--- config.mk ---
export PLATFORM = sky130hd
export DESIGN_NAME = fetch_priv_ctrl
export DESIGN_NICKNAME = d
export VERILOG_FILES = /design/src/rtl/fetch_priv_ctrl.sv
export SDC_FILE = /design/constraint.sdc
export NUM_CORES = 1
export LEC_CHECK = 0
export BUFFER_PORTS_ARGS = -buffer_cell sky130_fd_sc_hd__buf_2
export CAP_MARGIN = 20
export CORE_MARGIN = 3
export CORE_UTILIZATION = 41
export DETAILED_ROUTE_END_ITERATION = 12
export PLACE_DENSITY_LB_ADDON = 0.15
export SLEW_MARGIN = 20
export SYNTH_ARGS = -nofsm -noshare
export SYNTH_HDL_FRONTEND = slang
export SYNTH_SLANG_ARGS = --single-unit
--- constraint.sdc ---
create_clock -name clk -period 2.6 [get_ports clk]
set_input_delay 0.26 -clock clk [delete_from_list [all_inputs] [get_ports clk]]
set_output_delay 0.26 -clock clk [all_outputs]
set_load 0.01 [all_outputs]
--- src/rtl/fetch_priv_ctrl.sv ---
// fetch_priv_ctrl: serialises fetch around IBAR / CSR / TLB instructions.
// In: flags from pre-decode, EX commits, completions. Out: stall, flush, redirect.
module fetch_priv_ctrl #(
  parameter int IDLE_HOLD = 2,
  parameter int HOLD_W    = 4
) (
  input  logic        clk,
  input  logic        rstn,
  input  logic        flush,
  input  logic        flag_valid,
  input  logic [31:0] flag_pc,
  input  logic [1:0]  ibar_flag,
  input  logic [1:0]  csr_flag,
  input  logic [1:0]  tlb_flag,
  input  logic        ibar_from_ex,
  input  logic        csr_from_ex,
  input  logic        tlb_from_ex,
  input  logic        icache_idle,
  input  logic        dcache_idle,
  input  logic        csr_done,
  input  logic        tlb_done,
  output logic        fetch_stall,
  output logic        flush_younger,
  output logic        set_pc,
  output logic [31:0] set_pc_target,
  output logic [2:0]  ctrl_state
);

  typedef enum logic [2:0] {
    IDLE            = 3'b000,
    WAIT_EX_IBAR    = 3'b001,
    WAIT_EX_CSR     = 3'b010,
    WAIT_CACHE_IDLE = 3'b011,
    WAIT_CSR_OK     = 3'b100,
    WAIT_TLB_OK     = 3'b101,
    REDIRECT        = 3'b110,
    WAIT_EX_TLB     = 3'b111
  } state_e;

  localparam logic [HOLD_W-1:0] HOLD_MAX = HOLD_W'(IDLE_HOLD - 1);

  state_e            state_q, state_d;
  logic [31:0]       target_q, target_d;
  logic [HOLD_W-1:0] cnt_q, cnt_d;

  logic [1:0] mask;
  logic [1:0] ib, cs, tl;
  logic       any0, any1, detect;
  logic       sel_ib, sel_cs;
  logic       both_idle;

  // A packet starting at pc[2]=1 only carries slot0.
  assign mask      = flag_pc[2] ? 2'b01 : 2'b11;
  assign ib        = ibar_flag & mask;
  assign cs        = csr_flag & mask;
  assign tl        = tlb_flag & mask;
  assign any0      = ib[0] | cs[0] | tl[0];
  assign any1      = ib[1] | cs[1] | tl[1];
  assign detect    = (state_q == IDLE) && flag_valid && (any0 || any1);
  assign sel_ib    = any0 ? ib[0] : ib[1];
  assign sel_cs    = any0 ? cs[0] : cs[1];
  assign both_idle = icache_idle && dcache_idle;

  always_comb begin
    state_d  = state_q;
    target_d = target_q;
    cnt_d    = cnt_q;
    unique case (state_q)
      IDLE: begin
        cnt_d = '0;
        if (detect && !flush) begin
          target_d = flag_pc + (any0 ? 32'd4 : 32'd8);
          if (sel_ib)      state_d = WAIT_EX_IBAR;
          else if (sel_cs) state_d = WAIT_EX_CSR;
          else             state_d = WAIT_EX_TLB;
        end
      end
      WAIT_EX_IBAR: begin
        cnt_d = '0;
        if (ibar_from_ex) state_d = WAIT_CACHE_IDLE;
        else if (flush)   state_d = IDLE;
      end
      WAIT_EX_CSR: begin
        cnt_d = '0;
        if (csr_from_ex) state_d = WAIT_CSR_OK;
        else if (flush)  state_d = IDLE;
      end
      WAIT_EX_TLB: begin
        cnt_d = '0;
        if (tlb_from_ex) state_d = WAIT_TLB_OK;
        else if (flush)  state_d = IDLE;
      end
      WAIT_CACHE_IDLE: begin
        if (!both_idle) begin
          cnt_d = '0;
        end else if (cnt_q == HOLD_MAX) begin
          cnt_d   = '0;
          state_d = REDIRECT;
        end else begin
          cnt_d = cnt_q + HOLD_W'(1);
        end
      end
      WAIT_CSR_OK: if (csr_done) state_d = REDIRECT;
      WAIT_TLB_OK: if (tlb_done) state_d = REDIRECT;
      REDIRECT:    state_d = IDLE;
      default:     state_d = IDLE;
    endcase
  end

  always_ff @(posedge clk or negedge rstn) begin
    if (!rstn) begin
      state_q  <= IDLE;
      target_q <= '0;
      cnt_q    <= '0;
    end else begin
      state_q  <= state_d;
      target_q <= target_d;
      cnt_q    <= cnt_d;
    end
  end

  assign fetch_stall   = detect || (state_q != IDLE);
  assign flush_younger = (state_q == WAIT_EX_IBAR) ||
                         (state_q == WAIT_EX_CSR)  ||
                         (state_q == WAIT_EX_TLB);
  assign set_pc        = (state_q == REDIRECT);
  assign set_pc_target = target_q;
  assign ctrl_state    = state_q;

endmodule

Word level (Yosys, flattened, before mapping)
Index checks and enable logic that the tools add are counted.
{ "word_totals": {"register_bits": 39, "latch_bits": 0, "ramBits": 0, "romBits": 0, "in_bits": 49, "out_inout_bits": 38, "wordCells": 59, "memories": 0} }
{ "op_classes": {"n_addsub": 2, "multipliers": 0, "div_mod_pow": 0, "order_cmp": 0, "n_eq_ne": 13, "shift": 0, "n_mux": 19, "bitwise_logic": 7, "reduce_logical": 15} }
{ "ops": {"columns": ["operator", "n"], "rows": [
  ["3-bit 2-to-1 mux", 11],
  ["32-bit by 4-bit adder with 32-bit output", 1],
  ["3-bit case mux with 8 select lines", 1],
  ["3-bit == test, second input constant", 4],
  ["4-bit 2-to-1 mux", 3],
  ["2-bit inequality test, second input constant", 4],
  ["4-bit case mux with 2 select lines", 1],
  ["2-bit bitwise AND", 3],
  ["3-bit by 2-bit == test with 1-bit output, second input constant", 2],
  ["5-bit AND reduction", 1],
  ["4-bit by 1-bit adder with 4-bit output, second input constant", 1],
  ["4-bit by 1-bit == test with 1-bit output, second input constant", 1],
  ["1-bit logical AND", 4],
  ["1-bit logical OR", 4],
  ["1-bit bitwise OR", 4],
  ["4-bit OR reduction", 1],
  ["3-bit by 1-bit == test with 1-bit output, second input constant", 1],
  ["3-bit logical NOT", 1],
  ["3-bit nonzero test", 1],
  ["1-bit 2-to-1 mux", 2],
  ["2-bit 2-to-1 mux", 1],
  ["2-bit by 1-bit inequality test with 1-bit output, second input constant", 1],
  ["2-bit AND reduction", 1],
  ["2-bit nonzero test", 1],
  ["1-bit logical NOT", 1]
]} }

Longest topological paths before layout
Gate-level depths: netlist of run 1.
{ "logic_depth": {"depth_word": 9, "mapped_depth": 9, "depth_no_buf": 8} }

Least setup slack after synthesis of run 1
OpenSTA, ideal clock, no wires.
{ "synth_path": {"kind": "input to register", "startpoint": "in ibar_flag[0]", "endpoint": "reg target_q[10], in the netlist set_pc_target[10]", "setup_ns": 0.128, "arrival_time_ns": 1.685, "required_ns": 2.472, "setup_slack_ns": 0.787, "stages": 9, "path_buffers": 1, "cell_sequence": "nor3_4 inv_4 ha_1 ha_1 or2_2 buf_2 nand4_1 xor2_1 o21ai_0"} }
{ "synth_between": {"elab_chain_cells": 7, "elab_cells_between_ends": 9, "classes_between": "add/sub: 1; mux: 1; bitwise: 3; reduce/logical: 4"} }
{ "synth_lines": {"columns": ["element", "line", "source"], "rows": [
  ["start, declared", "12", "input logic [1:0] ibar_flag,"],
  ["2-bit bitwise AND (*)", "54", "assign ib = ibar_flag & mask;"],
  ["1-bit bitwise OR (*) (2 in series)", "57", "assign any0 = ib[0] | cs[0] | tl[0];"],
  ["branches (longest 4 deep; another with 32-bit by 4-bit adder with 32-bit output)", null, null],
  ["end signal, assigned", "117", "target_q <= target_d;"],
  ["end, declared", "43", "logic [31:0] target_q, target_d;"]
]} }
Every way passes the cells marked *.
A chain may end at the register's enable or synchronous reset.

Final worst setup path of run 1
{ "layout_path": {"startpoint": "reg state_q[0], in the netlist ctrl_state[0]", "endpoint": "reg target_q[14], in the netlist set_pc_target[14]"} }
{ "layout_between": {"elab_chain_cells": 5} }
{ "layout_lines": {"columns": ["element", "line", "source"], "rows": [
  ["start, declared", "42", "state_e state_q, state_d;"],
  ["start signal, assigned", "116", "state_q <= state_d;"],
  ["3-bit logical NOT (*)", "59, 68", null],
  ["1-bit logical AND (2 in series)", "59", "assign detect = (state_q == IDLE) && flag_valid && (any0 || any1);"],
  ["1-bit logical AND", "71", "if (detect && !flush) begin"],
  ["2-bit AND reduction (no source line) (*)", null, null]
]} }
Mark *: on every way between the ends. The rest lies on a longest branch, timed or not.

==> results of run 1 <==
-- logic make-up (layout without fill, tap and decap cells) --
| kind of cell | count (synthesis) | count (layout) | share of synthesized area |
|---|---|---|---|
| buffers and inverters | 16 | 102 | 0.0388 |
| XOR/XNOR | 29 | 29 | 0.105 |
| AND/OR/NAND/NOR | 109 | 109 | 0.251 |
| multiplexers | 6 | 6 | 0.0336 |
| flip-flops | 39 | 39 | 0.403 |
| adder cells (fa/ha/maj) | 4 | 4 | 0.0207 |
| AO/OA/AOI/OAI | 54 | 54 | 0.148 |
-- metal layers --
layer	routed length, um	track usage	vias up
li1	-	-	1085
met4	76	0.0416	0
met3	421	0.0605	8
met2	2400	0.256	63
met1	2660	0.227	961
met5	0	0	-
-- synth_stat cells (all sizes together), types with 2 or more instances --
| cell | number |
|---|---|
| nor4b | 2 |
| and3 | 6 |
| nand3 | 18 |
| nor3b | 2 |
| nand2b | 2 |
| xor2 | 27 |
| buf | 5 |
| xnor2 | 2 |
| nand2 | 41 |
| inv | 5 |
| nand3b | 2 |
| a211oi | 3 |
| clkbuf | 6 |
| mux2 | 5 |
| nand4 | 12 |
| o21ai | 37 |
| and4 | 2 |
| nor2 | 10 |
| a21oi | 2 |
| ha | 4 |
| or2 | 3 |
| nor3 | 5 |
| dfrtp | 39 |
-- sequential cells by signal, summed over array words and instances (netlist names) --
| register | count |
|---|---|
| set_pc_target | 32 |
| cnt_q | 4 |
| ctrl_state | 3 |
-- worst max-delay path, delay by kind of cell (launching register included) --
| family | cells | cell delay (ns) |
|---|---|---|
| compound gates | 1 | 0.07 |
| simple gates | 4 | 0.86 |
| buf+inv | 1 | 0.34 |
| flops | 1 | 0.51 |
-- layout make-up --
type,count,area (um2),area share
inverters,5,21.3,0.00716
clock inverters,1,5.00,0.00168
clock buffers,7,76.3,0.0257
well taps,72,90.1,0.0303
flip-flops and latches,39,976,0.328
repair buffers,89,453,0.152
multi-input cells,202,1350,0.454
-- metrics by stage --
stage               setup WS, ns  total power, mW
finish                     0.687             2.55
CTS                        0.667             2.59
floorplan                  0.787             1.73
detailed placement         0.567             2.18
global placement           0.622             2.16
global route               0.497             2.78
-- power by group --
group	internal (mW)	total (mW)	switching, mW
registers	0.864	1.04	0.171
clock network	0.188	0.399	0.211
logic	0.508	1.12	0.610
-- how the worst max path moves through the flow --
stage	from	to	slack (ns)
floorplan	ibar_flag[0]	set_pc_target[10]	0.79
global placement	ibar_flag[0]	set_pc_target[6]	0.62
detailed placement	ibar_flag[0]	set_pc_target[8]	0.57
CTS	ctrl_state[0]	set_pc_target[14]	0.67
global route	ctrl_state[0]	set_pc_target[11]	0.50
finish	ctrl_state[0]	set_pc_target[14]	0.69
==> qor.csv, run 1 <==
metric;value;unit
Final setup viols;0;
root buf cell;clkbuf_8;
Slew Limit Headroom;0.428;
total negative setup slack;0;ns
Distinct cells, synth;55;
Area Overhead vs Synth;22.8;%
Avg WL per Cell;13.4;um
Ports;87;
Cell Pwr Density;859;nW/um2
critical-path cell list;or2_4, nor2_4, nand4_4, buf_4, nand2_1, o21ai_0;
number of fill cells;563;
leading area contributor after synthesis;dfrtp_1;
ANT nets after route;0;
first-pass GRT wire length;9.62;mm
IO Port Bufs;86;
area share of the largest cell type after synthesis;0.403;
critical path class;flip-flop to flip-flop;
diode count;0;
DIE WIDTH;82.8;um
Synthesis Warnings;0;
number of synthesized flops with an enable pin;0;
Max Cap Viol;0;
Min-Delay Path Class;input pin to asynchronous set/reset pin;
Synth async-reset ratio;1.00;
initial drt markers;111;
fin nets;395;
Rows;27;
vias in the first global route;2061;
Crit path arrival time;2.08;ns
Area contributors post-synth;dfrtp_1, xor2_1, nand2_1, o21ai_0, nand3_1;
mean cell area of the mapped netlist;9.42;um2
crit share post-route;0.736;
Worst R2R Start;ctrl_state[0];
FF-to-FF path depth;6;
P_leak;1.40;nW
Critical Path Slowest Stage Cell;dfrtp_1;
Clock Skew;0.00396;ns
Total Routing Usage GR;0.168;
core area;5610;um2
Routed WL;5.56;mm
CP Launch Type;flip-flop;
most common cell after layout, fill and taps aside;buf_2;
status;finished, final reports clean;
Setup Buffers After CTS;0;
largest net degree at the start of global routing;40;
capture point of the worst reg-to-reg path;set_pc_target[14];
Hold Buf Count CTS;0;
CTS Sinks;39;
Final min period;1.91;ns
die area;6860;um2
Synth Register Bits;39;
Finished Layout Cells;415;
synthesized area;2420;um2
TritonCTS clock tree;done;
fmax;0.523;GHz
antenna violations before repair;0;
worst vdd ir;0.352;mV
Hold Fails Final Rpt;0;
GPL Wtd Cong;0.852;
RSZ-0062 raised after global routing;false;
most frequent cells in the layout;buf_2, nand2_1, dfrtp_1;
Residual DRC;0;
Placed Instance Area;2890;um2
critical path fanouts, max;23;
clock-pin slew on the worst setup and hold paths;0.08;ns
Post-Place Cells;407;
final core utilization;0.530;
routed vias;2117;
syn_nets;310;
Die H;82.8;um
register area share after synthesis;0.403;
GRT overflow;0;
Worst-Margin Slew;0.858;ns
CP required;2.76;ns
TritonRoute pass-1 iters;4;
Post-DP HPWL;4.30;mm
finished layout cell area;2970;um2
Largest stage delay, worst path;0.51;ns
Num CTS Buffers;5;
Synth Flop Type;dfrtp_1;
Final Max Slew Viols;0;
vias per inst;5.10;
CTS Buffer Depth;2;
Initial Utilization;0.432;
Critical Path Sink Type;flip-flop;
Hold WS;0.0701;ns
share of cells above drive strength 1;0.350;
R2R setup slack;0.69;ns
Worst-Skew Late Latency;0.29;ns
Synth Instances;257;
CTS resizes;0;
H-tree Lvls;2;
Power figures use the tool's default switching activity.
==> run 2: changes to the inputs <==
==> constraint.sdc (replaced) <==
create_clock -name clk -period 1.6 [get_ports clk]
set_input_delay 0.16 -clock clk [delete_from_list [all_inputs] [get_ports clk]]
set_output_delay 0.16 -clock clk [all_outputs]
set_load 0.01 [all_outputs]
==> qor.csv, run 2 (synthesis results as in run 1) <==
metric;value;unit
area of the multi-input gates;1370;um2
TritonCTS clock tree;done;
Hold Fails Final Rpt;0;
total negative setup slack;0;ns
Min-Delay Path Class;input pin to flip-flop;
Hold Path Origin;flag_pc[1];
root buf cell;clkbuf_8;
worst vdd ir;0.635;mV
first-pass GRT wire length;9.90;mm
Worst-Skew Late Latency;0.29;ns
core area;5610;um2
Initial Utilization;0.432;
GRT overflow;0;
Worst R2R Start;ctrl_state[1];
CTS Sinks;39;
Routed WL;5.86;mm
Setup WS pre-CTS;-0.236;ns
Finished Layout Cells;436;
Clock Skew;0.00190;ns
Largest stage delay, worst path;0.38;ns
GPL Wtd Cong;0.885;
Die H;82.8;um
worst path bufs/invs;1;
vias per inst;5.08;
Post-DP HPWL;4.64;mm
ANT nets after route;0;
Final setup viols;0;
fin nets;417;
Slew Limit Headroom;0.671;
DIE WIDTH;82.8;um
clock-pin slew on the worst setup and hold paths;0.07;ns
die area;6860;um2
Area Overhead vs Synth;32.4;%
critical path fanouts, max;5;
share of cells above drive strength 1;0.396;
status;finished, final reports clean;
most frequent cells in the layout;buf_2, nand2_1, dfrtp_1;
IO Port Bufs;86;
Critical Path Slowest Stage Cell;dfrtp_1;
Final min period;1.53;ns
Residual DRC;0;
Post-Place Cells;426;
Num CTS Buffers;5;
Rows;27;
CP required;1.78;ns
RSZ-0062 raised after global routing;true;
Worst-Margin Slew;0.493;ns
Crit path arrival time;1.71;ns
Final WS setup;0.0672;ns
most common cell after layout, fill and taps aside;buf_2;
Max Cap Viol;0;
fmax;0.652;GHz
crit share post-route;0.958;
H-tree Lvls;2;
vias in the first global route;2124;
routed vias;2216;
Setup crit start;ctrl_state[1];
Total Routing Usage GR;0.176;
Critical Path Sink Type;flip-flop;
CTS Buffer Depth;2;
diode count;0;
P_leak;1.53;nW
Avg WL per Cell;13.4;um
register area;976;um2
Final Max Slew Viols;0;
CP Launch Type;flip-flop;
delay-heaviest family, CP;simple AND/OR/NAND/NOR gates;
final core utilization;0.571;
Ports;87;
critical-path cell list;or2_4, nor2_4, nand4_4, buf_12, mux2_4;
number of fill cells;539;
initial drt markers;73;
TritonRoute pass-1 iters;4;
Overall Power;4.36;mW
flip-flop count of the largest register after layout;32;
largest net degree at the start of global routing;25;
critical path class;flip-flop to flip-flop;
Cell Pwr Density;1360;nW/um2
antenna violations before repair;0;
[run 2: cell types whose count changed in the layout (fill, tap and decap cells not counted), sizes merged]
cell | previous run | this run
buf | 89 | 110
dlygate4sd3 | 0 | 1
clkbuf | 7 | 6
[run 2: cell type report]
type | count | share of cell area
tap | 72 | 0.0281
multi-input combinational | 202 | 0.428
inverter | 5 | 0.00664
timing repair buffer | 111 | 0.205
clock buffer | 6 | 0.0258
sequential | 39 | 0.305
clock inverter | 1 | 0.00156
[run 2: per-layer routing]
metal  share of wire  vias to the layer above  wire length (um)  GRT usage
met4           0.012                        0                68     0.0520
met1            0.47                     1025              2740      0.234
li1                -                     1128                 -          -
met3           0.065                        6               378     0.0595
met5               0                        -                 0          0
met2            0.46                       57              2680      0.272
[run 2: stage by stage]
step	hold slack [ns]	instance area, um2
6_report	0.0923	3200
5_1_grt	0.0842	3200
4_1_cts	0.0861	3170
3_5_place_dp	0.150	3060
3_3_place_gp	0.149	3060
2_1_floorplan	-0.136	2450
[run 2: report_power, final]
group | total, mW | internal (mW) | switching [mW]
combinational | 2.04 | 0.968 | 1.07
clock | 0.675 | 0.338 | 0.337
sequential | 1.64 | 1.41 | 0.238
total | 4.36 | 2.71 | 1.65
[run 2: final timing paths]
| kind | to | slack, ns | cells past startpoint |
|---|---|---|---|
| setup / recovery | set_pc_target[3] | 0.07 | 5 |
| hold / removal | set_pc_target[1] | 0.09 | 2 |
| setup reg to reg | set_pc_target[3] | 0.07 | 5 |
| hold reg to reg | set_pc_target[25] | 0.47 | 2 |
| max in group asynchronous | set_pc_target[3] | 0.77 | 3 |
| min in group asynchronous | set_pc_target[24] | 0.36 | 2 |
[run 2: repair_timing]
item,4_1_cts,5_1_grt
gates cloned,0,0
gates resized for setup,3,2
hold buffers,1,0
endpoints found under the setup margin,9,28
pin swaps,0,3
hold endpoints to repair,19,0
buffers inserted,0,2
